<file path="config.mk">
export PLATFORM = sky130hd
export DESIGN_NAME = uart_rx
export DESIGN_NICKNAME = d
export VERILOG_FILES = /design/src/rtl/uart_pkg.sv /design/src/rtl/uart_rx_sync.sv /design/src/rtl/uart_rx.sv
export SDC_FILE = /design/constraint.sdc
export NUM_CORES = 1
export LEC_CHECK = 0
export CAP_MARGIN = 30
export CORE_MARGIN = 4
export CORE_UTILIZATION = 55
export DETAILED_ROUTE_END_ITERATION = 12
export DONT_BUFFER_PORTS = 1
export PLACE_DENSITY_LB_ADDON = 0.08
export SLEW_MARGIN = 20
export SYNTH_ARGS = -nofsm -noshare
export SYNTH_HDL_FRONTEND = slang
export SYNTH_SLANG_ARGS = --single-unit
</file>
<file path="constraint.sdc">
create_clock -name mclk -period 2 [get_ports mclk]
set_input_delay 0.2 -clock mclk [delete_from_list [all_inputs] [get_ports mclk]]
set_output_delay 0.2 -clock mclk [all_outputs]
set_load 0.02 [all_outputs]
</file>
<file path="src/rtl/uart_pkg.sv">
// uart_pkg: shared types and constants for the UART receive path.
// Latency: n/a (types and constants only).
// Backpressure: n/a.
`timescale 1ns/1ps
package uart_pkg;

    // Receiver FSM states. PARITY is only reachable when parity is compiled in.
    typedef enum logic [2:0] {
        IDLE      = 3'd0,
        START     = 3'd1,
        DATA      = 3'd2,
        PARITY    = 3'd3,
        STOP      = 3'd4,
        WAIT_HIGH = 3'd5
    } uart_rx_state_t;

    localparam int UART_CLKS_PER_BIT_DEFAULT = 102;
    localparam int UART_DATA_BITS            = 8;

endpackage

</file>
<file path="src/rtl/uart_rx_sync.sv">
// uart_rx_sync: N-flop synchronizer for an asynchronous input, flops reset to 1 (idle line).
// Latency: STAGES mclk cycles from d to q.
// Backpressure: none.
// Ports: mclk clock, rst_n async active-low reset, d async input, q synchronized output.
`timescale 1ns/1ps
module uart_rx_sync #(
    parameter int STAGES = 2
) (
    input  logic mclk,
    input  logic rst_n,
    input  logic d,
    output logic q
);

    logic [STAGES-1:0] ff;

    always_ff @(posedge mclk or negedge rst_n) begin
        if (!rst_n) begin
            ff <= '1;
        end else begin
            ff <= {ff[STAGES-2:0], d};
        end
    end

    assign q = ff[STAGES-1];

endmodule

</file>
<file path="src/rtl/uart_rx.sv">
// uart_rx: 8N1 (8E1 with UART_RX_PARITY_EN) UART receiver with a one-entry valid/ready output buffer.
// Latency: m_valid/error pulses one mclk after the mid-stop-bit sample.
// Backpressure: none on the line; a completed byte arriving while the buffer is full and not being read is dropped with an overrun pulse.
// Ports: mclk, rst_n (async active-low), rx (async serial in, idle high),
//        m_data/m_valid/m_ready (byte out), frame_err/parity_err/overrun (one-cycle pulses), busy.
// Optional macro UART_RX_PARITY_EN adds an even parity bit between data bit 7 and the stop bit.
`timescale 1ns/1ps
module uart_rx
    import uart_pkg::*;
#(
    parameter int CLKS_PER_BIT = UART_CLKS_PER_BIT_DEFAULT,
    parameter int SYNC_STAGES  = 2
) (
    input  logic       mclk,
    input  logic       rst_n,
    input  logic       rx,
    output logic [7:0] m_data,
    output logic       m_valid,
    input  logic       m_ready,
    output logic       frame_err,
    output logic       parity_err,
    output logic       overrun,
    output logic       busy
);

    localparam int CW = $clog2(CLKS_PER_BIT);
    localparam logic [CW-1:0] CNT_HALF = CW'(CLKS_PER_BIT / 2 - 1);
    localparam logic [CW-1:0] CNT_FULL = CW'(CLKS_PER_BIT - 1);

    uart_rx_state_t            state, state_nxt;
    logic                      rx_s;
    logic [CW-1:0]             cnt;
    logic [2:0]                idx;
    logic [UART_DATA_BITS-1:0] shreg;
    logic                      sample;
    logic                      deliver;
    logic                      fe_set;
    logic                      pe_set;
    logic                      par_bad;

    uart_rx_sync #(.STAGES(SYNC_STAGES)) u_sync (
        .mclk  (mclk),
        .rst_n (rst_n),
        .d     (rx),
        .q     (rx_s)
    );

`ifdef UART_RX_PARITY_EN
    // Latched at the parity sample, consumed at the stop sample.
    logic par_err_q;

    always_ff @(posedge mclk or negedge rst_n) begin
        if (!rst_n) begin
            par_err_q <= 1'b0;
        end else if (state == START) begin
            par_err_q <= 1'b0;
        end else if (state == PARITY && sample) begin
            par_err_q <= rx_s ^ (^shreg);
        end
    end

    assign par_bad = par_err_q;
`else
    assign par_bad = 1'b0;
`endif

    always_ff @(posedge mclk or negedge rst_n) begin
        if (!rst_n) begin
            state <= IDLE;
        end else begin
            state <= state_nxt;
        end
    end

    always_comb begin
        state_nxt = state;
        sample    = 1'b0;
        deliver   = 1'b0;
        fe_set    = 1'b0;
        pe_set    = 1'b0;
        case (state)
            IDLE: begin
                if (!rx_s) state_nxt = START;
            end
            START: begin
                // Mid-start sample; a high line here means the falling edge was a glitch.
                sample = (cnt == CNT_HALF);
                if (sample) state_nxt = rx_s ? IDLE : DATA;
            end
            DATA: begin
                sample = (cnt == CNT_FULL);
                if (sample && idx == 3'd7) begin
`ifdef UART_RX_PARITY_EN
                    state_nxt = PARITY;
`else
                    state_nxt = STOP;
`endif
                end
            end
`ifdef UART_RX_PARITY_EN
            PARITY: begin
                sample = (cnt == CNT_FULL);
                if (sample) state_nxt = STOP;
            end
`endif
            STOP: begin
                sample = (cnt == CNT_FULL);
                if (sample) begin
                    if (!rx_s) begin
                        fe_set    = 1'b1;
                        pe_set    = par_bad;
                        state_nxt = WAIT_HIGH;
                    end else if (par_bad) begin
                        pe_set    = 1'b1;
                        state_nxt = IDLE;
                    end else begin
                        deliver   = 1'b1;
                        state_nxt = IDLE;
                    end
                end
            end
            WAIT_HIGH: begin
                // Hold off until the line returns high so a break is not read as start bits.
                if (rx_s) state_nxt = IDLE;
            end
            default: state_nxt = IDLE;
        endcase
    end

    always_ff @(posedge mclk or negedge rst_n) begin
        if (!rst_n) begin
            cnt        <= '0;
            idx        <= '0;
            shreg      <= '0;
            m_data     <= '0;
            m_valid    <= 1'b0;
            frame_err  <= 1'b0;
            parity_err <= 1'b0;
            overrun    <= 1'b0;
        end else begin
            frame_err  <= fe_set;
            parity_err <= pe_set;
            overrun    <= 1'b0;

            // Counter restarts on every state entry and after each bit sample.
            if (state_nxt != state || sample || state == IDLE || state == WAIT_HIGH) begin
                cnt <= '0;
            end else begin
                cnt <= cnt + 1'b1;
            end

            if (state == START) begin
                idx <= '0;
            end else if (state == DATA && sample) begin
                shreg <= {rx_s, shreg[UART_DATA_BITS-1:1]};
                idx   <= idx + 1'b1;
            end

            // One-entry buffer: a same-cycle read frees the slot for the new byte.
            if (deliver) begin
                if (!m_valid || m_ready) begin
                    m_data  <= shreg;
                    m_valid <= 1'b1;
                end else begin
                    overrun <= 1'b1;
                end
            end else if (m_valid && m_ready) begin
                m_valid <= 1'b0;
            end
        end
    end

    assign busy = (state != IDLE);

endmodule

</file>
Word level (Yosys, flattened, before mapping)
Index checks and enable logic that the tools add are counted.
{ "classes": {"reduce_logical": 16, "n_eq_ne": 9, "addsub": 2, "div": 0, "shift": 0, "n_mux": 23, "bitwise": 1, "n_mul": 0, "order_cmp": 0} }
{ "op_table": {"columns": ["cell", "count"], "rows": [
  ["3-bit 2-to-1 mux", 8],
  ["3-bit case mux with 5 select lines", 1],
  ["1-bit 2-to-1 mux", 11],
  ["3-bit == test (second input constant)", 3],
  ["7-bit by 1-bit adder with 7-bit output (second input constant)", 1],
  ["7-bit by 6-bit == test with 1-bit output (second input constant)", 1],
  ["7-bit == test (second input constant)", 1],
  ["7-bit 2-to-1 mux", 1],
  ["2-bit AND reduction", 3],
  ["1-bit logical OR", 4],
  ["2-bit nonzero test", 2],
  ["3-bit by 1-bit adder with 3-bit output (second input constant)", 1],
  ["3-bit by 1-bit == test with 1-bit output (second input constant)", 1],
  ["3-bit by 2-bit == test with 1-bit output (second input constant)", 1],
  ["1-bit logical AND", 3],
  ["3-bit logical NOT", 1],
  ["3-bit inequality test", 1],
  ["3-bit nonzero test", 1],
  ["2-bit 2-to-1 mux", 1],
  ["2-bit by 1-bit inequality test with 1-bit output (second input constant)", 1],
  ["1-bit case mux with 2 select lines", 1],
  ["2-bit OR reduction", 1],
  ["1-bit logical NOT", 1],
  ["1-bit inverter", 1]
]} }
{ "totals": {"mem_bits_ro": 0, "n_memories": 0, "regBits": 34, "latch_bits": 0, "out_inout_bits": 13, "mem_bits_rw": 0} }

Longest topological paths before layout
Gate-level depths: netlist (run 1).
{ "depth": {"word_depth": 9, "ltp_mapped": 7, "depth_no_buf": 6} }

By module
A second synthesis (run 1) with hierarchy kept.
{ "unflattened": {"cells_unflattened": 132, "area_unflattened_um2": 1602.8} }
{ "modules_own_cells": {"columns": ["mod", "seq_area_each_um2", "area_each_um2", "cells_each", "n_inst"], "rows": [
  ["uart_rx", 800.8, 1550.2, 130, 1],
  ["uart_rx_sync", 52.6, 52.6, 2, 1]
]} }

Worst setup path after synthesis (run 1)
No wires, ideal clock.
{ "synth_timing": {"kind": "register -> register", "start": "register cnt[1]", "end": "register m_data[0]", "period_less_slack_ns": 1.936, "setup_slack_ns": 0.064, "arrival_time_ns": 1.811, "t_required_ns": 1.875, "path_stages_with_launch": 8, "setup_time_ns": 0.125, "path_cell_list": "dfrtp_1 > inv_1 > ha_1 > nand4b_2 > or4b_4 > nor2b_2 > buf_6 > mux2_4"} }
{ "synth_between": {"elab_chain_cells": 4} }
{ "synth_rtl": {"columns": ["element", "line_no", "source"], "rows": [
  ["from (decl)", "uart_rx.sv:32", "logic [CW-1:0] cnt;"],
  ["from (signal assigned)", "uart_rx.sv:149", "cnt <= cnt + 1'b1;"],
  ["7-bit == test", "uart_rx.sv:107", "sample = (cnt == CNT_FULL);"],
  ["1-bit 2-to-1 mux", "uart_rx.sv:108", "if (sample) begin"],
  ["1-bit 2-to-1 mux", "uart_rx.sv:81", "case (state)"],
  ["2-bit AND reduction (no source line)", null, null],
  ["to (signal assigned)", "uart_rx.sv:162", "m_data <= shreg;"],
  ["to (decl)", "uart_rx.sv:17", "output logic [7:0] m_data,"]
]} }
No other way between the ends.
A chain may end at the register's enable or synchronous reset.

Worst setup path in the final report (run 1)
{ "layout_timing": {"start": "register cnt[1]", "end": "register m_data[5]"} }
Same word-level chain as after synthesis.

==> results.toml, run 1 <==
[outcome]
status = "completed"

[final_layout]
stdcell_count = 166
multi_input_area_um2 = 630.6
area_growth_pct = 17.82
regArea_um2 = 853.3
filler_cell_count = 189
fin_util_pct = 70.21
drive_gt1_share_pct = 33.09
n_antenna_cell = 0
nets = 144

[grt]
track_usage_pct = 16.57
busiest_layer = "met2"
grt_pass1_vias = 940
grt_pass1_wl_mm = 4.409
grt_use_met1_pct = 21.84
grt_overflow = 0
met3_usage_pct = 7.447
met2_usage_pct = 24.69
grt_max_degree = 35
antenna_found_initial = 0

[logic_synthesis]
netlist.area_leader.share_pct = 52.81
synth_adder_area_share_pct = 4.125
synth_edf_count = 0
synthMuxAreaShare_pct = 15.18
synth_ff_type = "dfrtp_1"
synth_commonest_cells = "dfrtp_1, nor2_1, mux2_2, mux2_4"
async_flop_share_pct = 100.0
avgSynthCellArea_um2 = 13.07
yosysSeqAreaShare_pct = 56.27
synth_xor_area_share_pct = 3.465
netlist_area_mm2 = 0.001516
syn_inst = 116
synth_fp_nets = 125
synth_top_family_by_area = "multiplexers"
synth_compound_area_share_pct = 4.538
yosysWarnings = 0
ys_types = 34
synth.largest_area_cell = "dfrtp_1"
ys_seq_elements = 34
synth_simple_gate_area_share_pct = 13.70
synth_most_common_cell = "dfrtp_1"
synth.area.top_cells = "dfrtp_1, mux2_4, mux2_2"

[die]
core_area_mm2 = 0.002545
ios = 17
std_cell_rows = 18
die_h_um = 60.51
die_area_mm2 = 0.003661
die_w_um = 60.51
start_util_pct = 59.59

[setup_path]
timing.rr.end = "m_data[5]$_DFFE_PN0P_"
arrival_ns = 2.15
startpoint_type = "register"
rrSetupSlack_ns = 0.08
path_class = "register to register"
worstPathMaxFanout = 8
reg2reg_depth = 7
rr_startpoint = "cnt[1]$_DFF_PN0_"
required_ns = 2.22
cp-end-kind = "register"

[power]
p_int_w = 0.001123
switchingPower_w = 0.0002544
total_power_w = 0.001377
power.density_mw_per_mm2 = 770.9
seqPwrFrac_pct = 50.2
pwr-share-clk_pct = 47.8
swShare_pct = 18.47
p_leak_nw = 0.8746
p_comb_share_pct = 2.0
ir_drop_mv = 0.8966

[timing]
slew_violations = 0
setup_viol = 0
finalCritPeriodShare_pct = 96.08
max_freq_mhz = 520.4
setup_slack_ns = 0.07848
hold_slack_ns = 0.06772
fin_crit_ns = 1.922
grt_setup_unrepaired = "true"
hold_viol = 0
finClkSkew_ns = 0.005509

[routing]
drtAntennaViolNets = 0
via_count = 916
viasPerCell = 5.518
dr.pass1.iters = 4
wl_mm = 2.607
wl_per_cell_um = 15.70
drc = 0
drtIter0Drc = 29

[place]
io_buffers = 0
hpwl_mm = 1.844
place.gp.congestion = 0.8437
placed_cells = 155
post-place-ws_ns = 0.05658

[clock_tree]
cts_root_buf = "clkbuf_4"
cts_made_buffers = 5
clockBufferDepth = 2
clk_pin_slew_ns = 0.11
cts_setup_buffers = 0
htreeDepth = 2
clkLatencyLatePin_ns = 0.33
clock-sinks = 34
cts_tree = "done"

[worst_hold_path]
whs_path_depth = 2
min_path_type = "primary input to register"
hp-start = "m_ready"
holdPathEnd = "overrun$_DFF_PN0_"

[flow_run]
maxCapViolations = 0
state kept, by name, summed over array words and instances, names as in the netlist:
signal	count
u_sync.ff	2
overrun	1
m_data	8
m_valid	1
shreg	8
state	3
idx	3
cnt	7
frame_err	1
through the flow:
step	cell area, um2	setup TNS, ns
after global placement	1630	0
after floorplan	1516	0
after detailed placement	1630	0
after CTS	1782	0
after global routing	1787	-0.001278
final	1787	0
worst max-delay path, stage by stage, from the launching register on:
cell      delay, ns
dfrtp_1        0.39
inv_1          0.05
ha_1           0.15
nand4b_2       0.11
or4b_4         0.53
nor2b_4        0.15
buf_12         0.14
mux2_4         0.30
cells in the final DEF, fill, tap and decap left out, types with 3 or more instances in the layout:
| master | netlist | routed |
|---|---|---|
| buf_4 | 2 | 11 |
| clkbuf_4 | 0 | 5 |
| dfrtp_1 | 32 | 32 |
| ha_1 | 5 | 5 |
| inv_1 | 3 | 3 |
| mux2_2 | 8 | 8 |
| mux2_4 | 8 | 8 |
| nand2_1 | 5 | 5 |
| nand2b_1 | 3 | 3 |
| nand3_1 | 4 | 4 |
| nor2_1 | 14 | 14 |
| xor2_1 | 4 | 4 |
layer usage:
layer	wire, um	share of wire (%)
met1	1219	47
met2	1232	47
met3	141	5.4
met4	13	0.50
met5	0	0
logic make-up after synthesis:
logic type | Yosys count
other | 1
AOI/OAI and AO/OA | 9
buffers and inverters | 6
DFF | 34
and+or+nand+nor | 37
adders and majority gates | 5
muxes | 18
xor gates and xnor gates | 6
power by group through the flow:
| stage | clock [W] | combinational, W | sequential, W |
|---|---|---|---|
| after global routing | 0.000699 | 0.0000304 | 0.000692 |
| after global placement | 0 | 0.00000639 | 0.000705 |
| after CTS | 0.000670 | 0.0000280 | 0.000691 |
| final | 0.000659 | 0.0000270 | 0.000691 |
| after floorplan | 0 | 0.00000502 | 0.000705 |
| after detailed placement | 0 | 0.00000654 | 0.000705 |
worst max-delay path by stage:
stage | slack, ns | depth (start not counted) | to | start
after floorplan | 0.06 | 7 | m_data[0]$_DFFE_PN0P_ | cnt[1]$_DFF_PN0_
after global placement | 0.10 | 7 | m_data[6]$_DFFE_PN0P_ | cnt[1]$_DFF_PN0_
after detailed placement | 0.06 | 7 | m_data[5]$_DFFE_PN0P_ | cnt[1]$_DFF_PN0_
after CTS | 0.05 | 7 | m_data[5]$_DFFE_PN0P_ | cnt[1]$_DFF_PN0_
after global routing | -0.001 | 7 | m_data[5]$_DFFE_PN0P_ | cnt[1]$_DFF_PN0_
final | 0.08 | 7 | m_data[5]$_DFFE_PN0P_ | cnt[1]$_DFF_PN0_
final cells by class:
| type | count | area share [%] |
|---|---|---|
| Sequential cell | 34 | 47.76 |
| Multi-Input combinational cell | 76 | 35.29 |
| Timing Repair Buffer | 15 | 7.983 |
| Clock inverter | 2 | 3.361 |
| Clock buffer | 6 | 2.871 |
| Tap cell | 30 | 2.101 |
| Inverter | 3 | 0.6303 |
repair_timing:
| item | 4_1_cts | 5_1_grt |
|---|---|---|
| hold endpoints to repair | 35 | 0 |
| gates resized for setup | 0 | 1 |
| endpoints found under the setup margin | 0 | 8 |
| hold buffers | 3 | 0 |
No activity file was read; power rests on OpenSTA's default activity.
==> run 2: changes to the inputs <==
REMOVE_ABC_BUFFERS = 1   (was unset)
==> results.toml, run 2 (synthesis gave the netlist of run 1 again) <==
[place]
hpwl_mm = 1.826
place.gp.congestion = 0.8403
post-place-ws_ns = 0.02446
io_buffers = 0
place_area_mm2 = 0.001630

[routing]
wl_per_cell_um = 16.37
drc = 0
drtAntennaViolNets = 0
wl_mm = 2.750
viasPerCell = 5.482
dr.pass1.iters = 5
via_count = 921
drtIter0Drc = 30

[flow_run]
maxCapViolations = 0

[final_layout]
n_antenna_cell = 0
fin_util_pct = 69.76
layout_commonest_cell = "dfrtp_1"
area_growth_pct = 17.08
fin_area_mm2 = 0.001775
layout_common_cells = "dfrtp_1, nor2_1, buf_4"
filler_cell_count = 189
regArea_um2 = 853.3
drive_gt1_share_pct = 35.51
multi_input_area_um2 = 651.9
nets = 146
reg_top3 = "m_data x8, shreg x8, cnt x7"

[die]
core_area_mm2 = 0.002545
die_h_um = 60.51
ios = 17
start_util_pct = 59.59
std_cell_rows = 18
die_area_mm2 = 0.003661
die_w_um = 60.51

[grt]
track_usage_pct = 17.22
grt_pass1_wl_mm = 4.429
antenna_found_initial = 0
grt_pass1_vias = 940
grt_overflow = 0
grt_max_degree = 35

[power]
ir_drop_mv = 0.5574
power.density_mw_per_mm2 = 635.3
p_leak_nw = 0.8755

[worst_hold_path]
hp-start = "m_ready"
min_path_type = "primary input to register"
holdPathEnd = "overrun$_DFF_PN0_"
whs_path_depth = 2

[timing]
finClkSkew_ns = 0.009433
max_freq_mhz = 509.1
setup_slack_ns = 0.03561
grt_setup_unrepaired = "true"
hold_viol = 0
slew_violations = 0
hold_slack_ns = 0.08055
fin_crit_ns = 1.964
finalCritPeriodShare_pct = 98.22
setup_viol = 0

[setup_path]
required_ns = 2.23
reg2reg_depth = 7
path_class = "register to register"
rrSetupSlack_ns = 0.04
cp-end-kind = "register"
rr_startpoint = "cnt[1]$_DFF_PN0_"
worstPathMaxFanout = 8
timing.rr.end = "m_data[3]$_DFFE_PN0P_"
startpoint_type = "register"
arrival_ns = 2.19

[clock_tree]
htreeDepth = 2
cts_made_buffers = 5
clock-sinks = 34
cts_tree = "done"
cts_root_buf = "clkbuf_4"
clk_pin_slew_ns = 0.11
clkLatencyLatePin_ns = 0.34
clockBufferDepth = 2

[outcome]
status = "completed"
[run 2: changes by cell type in the layout (fill, tap and decap cells not counted), sizes merged]
cell / delta
buf: +2
bufinv: -2
clkinvlp: +1
clkinv: +1
[run 2: power by group]
group | internal, W | switching, W | total (W)
sequential | 0.000691 | 0.00000184 | 0.000693
combinational | 0.00000751 | 0.0000165 | 0.0000240
clock | 0.000169 | 0.000242 | 0.000411
total | 0.000867 | 0.000261 | 0.00113
[run 2: worst max-delay path, cell delays in order, from the launching register on]
cell and delay, ns:
dfrtp_1 0.41, inv_2 0.07, ha_4 0.13, nand4b_4 0.09
or4b_4 0.56, nor2b_4 0.15, buf_12 0.15, mux2_4 0.30
[run 2: worst max-delay path by stage]
stage                             to                    from  slack (ns)  cells after the start
3_5_place_dp   m_data[3]$_DFFE_PN0P_        cnt[1]$_DFF_PN0_        0.02                      7
6_report       m_data[3]$_DFFE_PN0P_        cnt[1]$_DFF_PN0_        0.04                      7
4_1_cts        m_data[3]$_DFFE_PN0P_        cnt[1]$_DFF_PN0_        0.02                      7
3_3_place_gp   m_data[1]$_DFFE_PN0P_  u_sync.ff[1]$_DFF_PN1_        0.07                      5
5_1_grt        m_data[6]$_DFFE_PN0P_        cnt[1]$_DFF_PN0_       -0.02                      7
2_1_floorplan   shreg[0]$_DFFE_PN0P_      state[0]$_DFF_PN0_       -0.33                      3
[run 2: per-stage QoR]
stage,instances,power [W],setup TNS (ns)
2_1_floorplan,113,0.0007088,-4.143
3_3_place_gp,155,0.0007098,0
3_5_place_dp,155,0.0007098,0
4_1_cts,166,0.001134,0
5_1_grt,168,0.001172,-0.1517
6_report,168,0.001128,0
[run 2: what timing repair did]
action                                  CTS  global route
endpoints found under the setup margin    1             8
hold buffers                              3             0
pin swaps                                 0             1
resized for setup                         1             4
setup buffers                             0             2
endpoints found under the hold margin    35             0
[run 2: cell type report]
type | instances | area share, %
inverter | 3 | 0.6343
clock buffer | 6 | 2.889
multi-input combinational | 76 | 36.72
sequential | 34 | 48.06
tap | 30 | 2.114
timing repair buffer | 17 | 8.879
clock inverter | 2 | 0.7047
[run 2: routing by layer]
| metal | global-route usage [%] | share of wire (%) | vias to the layer above |
|---|---|---|---|
| li1 | - | - | 439 |
| met1 | 21.23 | 44 | 448 |
| met2 | 26.85 | 48 | 27 |
| met3 | 5.106 | 5.5 | 7 |
| met4 | 10.22 | 2.3 | 0 |
| met5 | 0 | 0 | - |
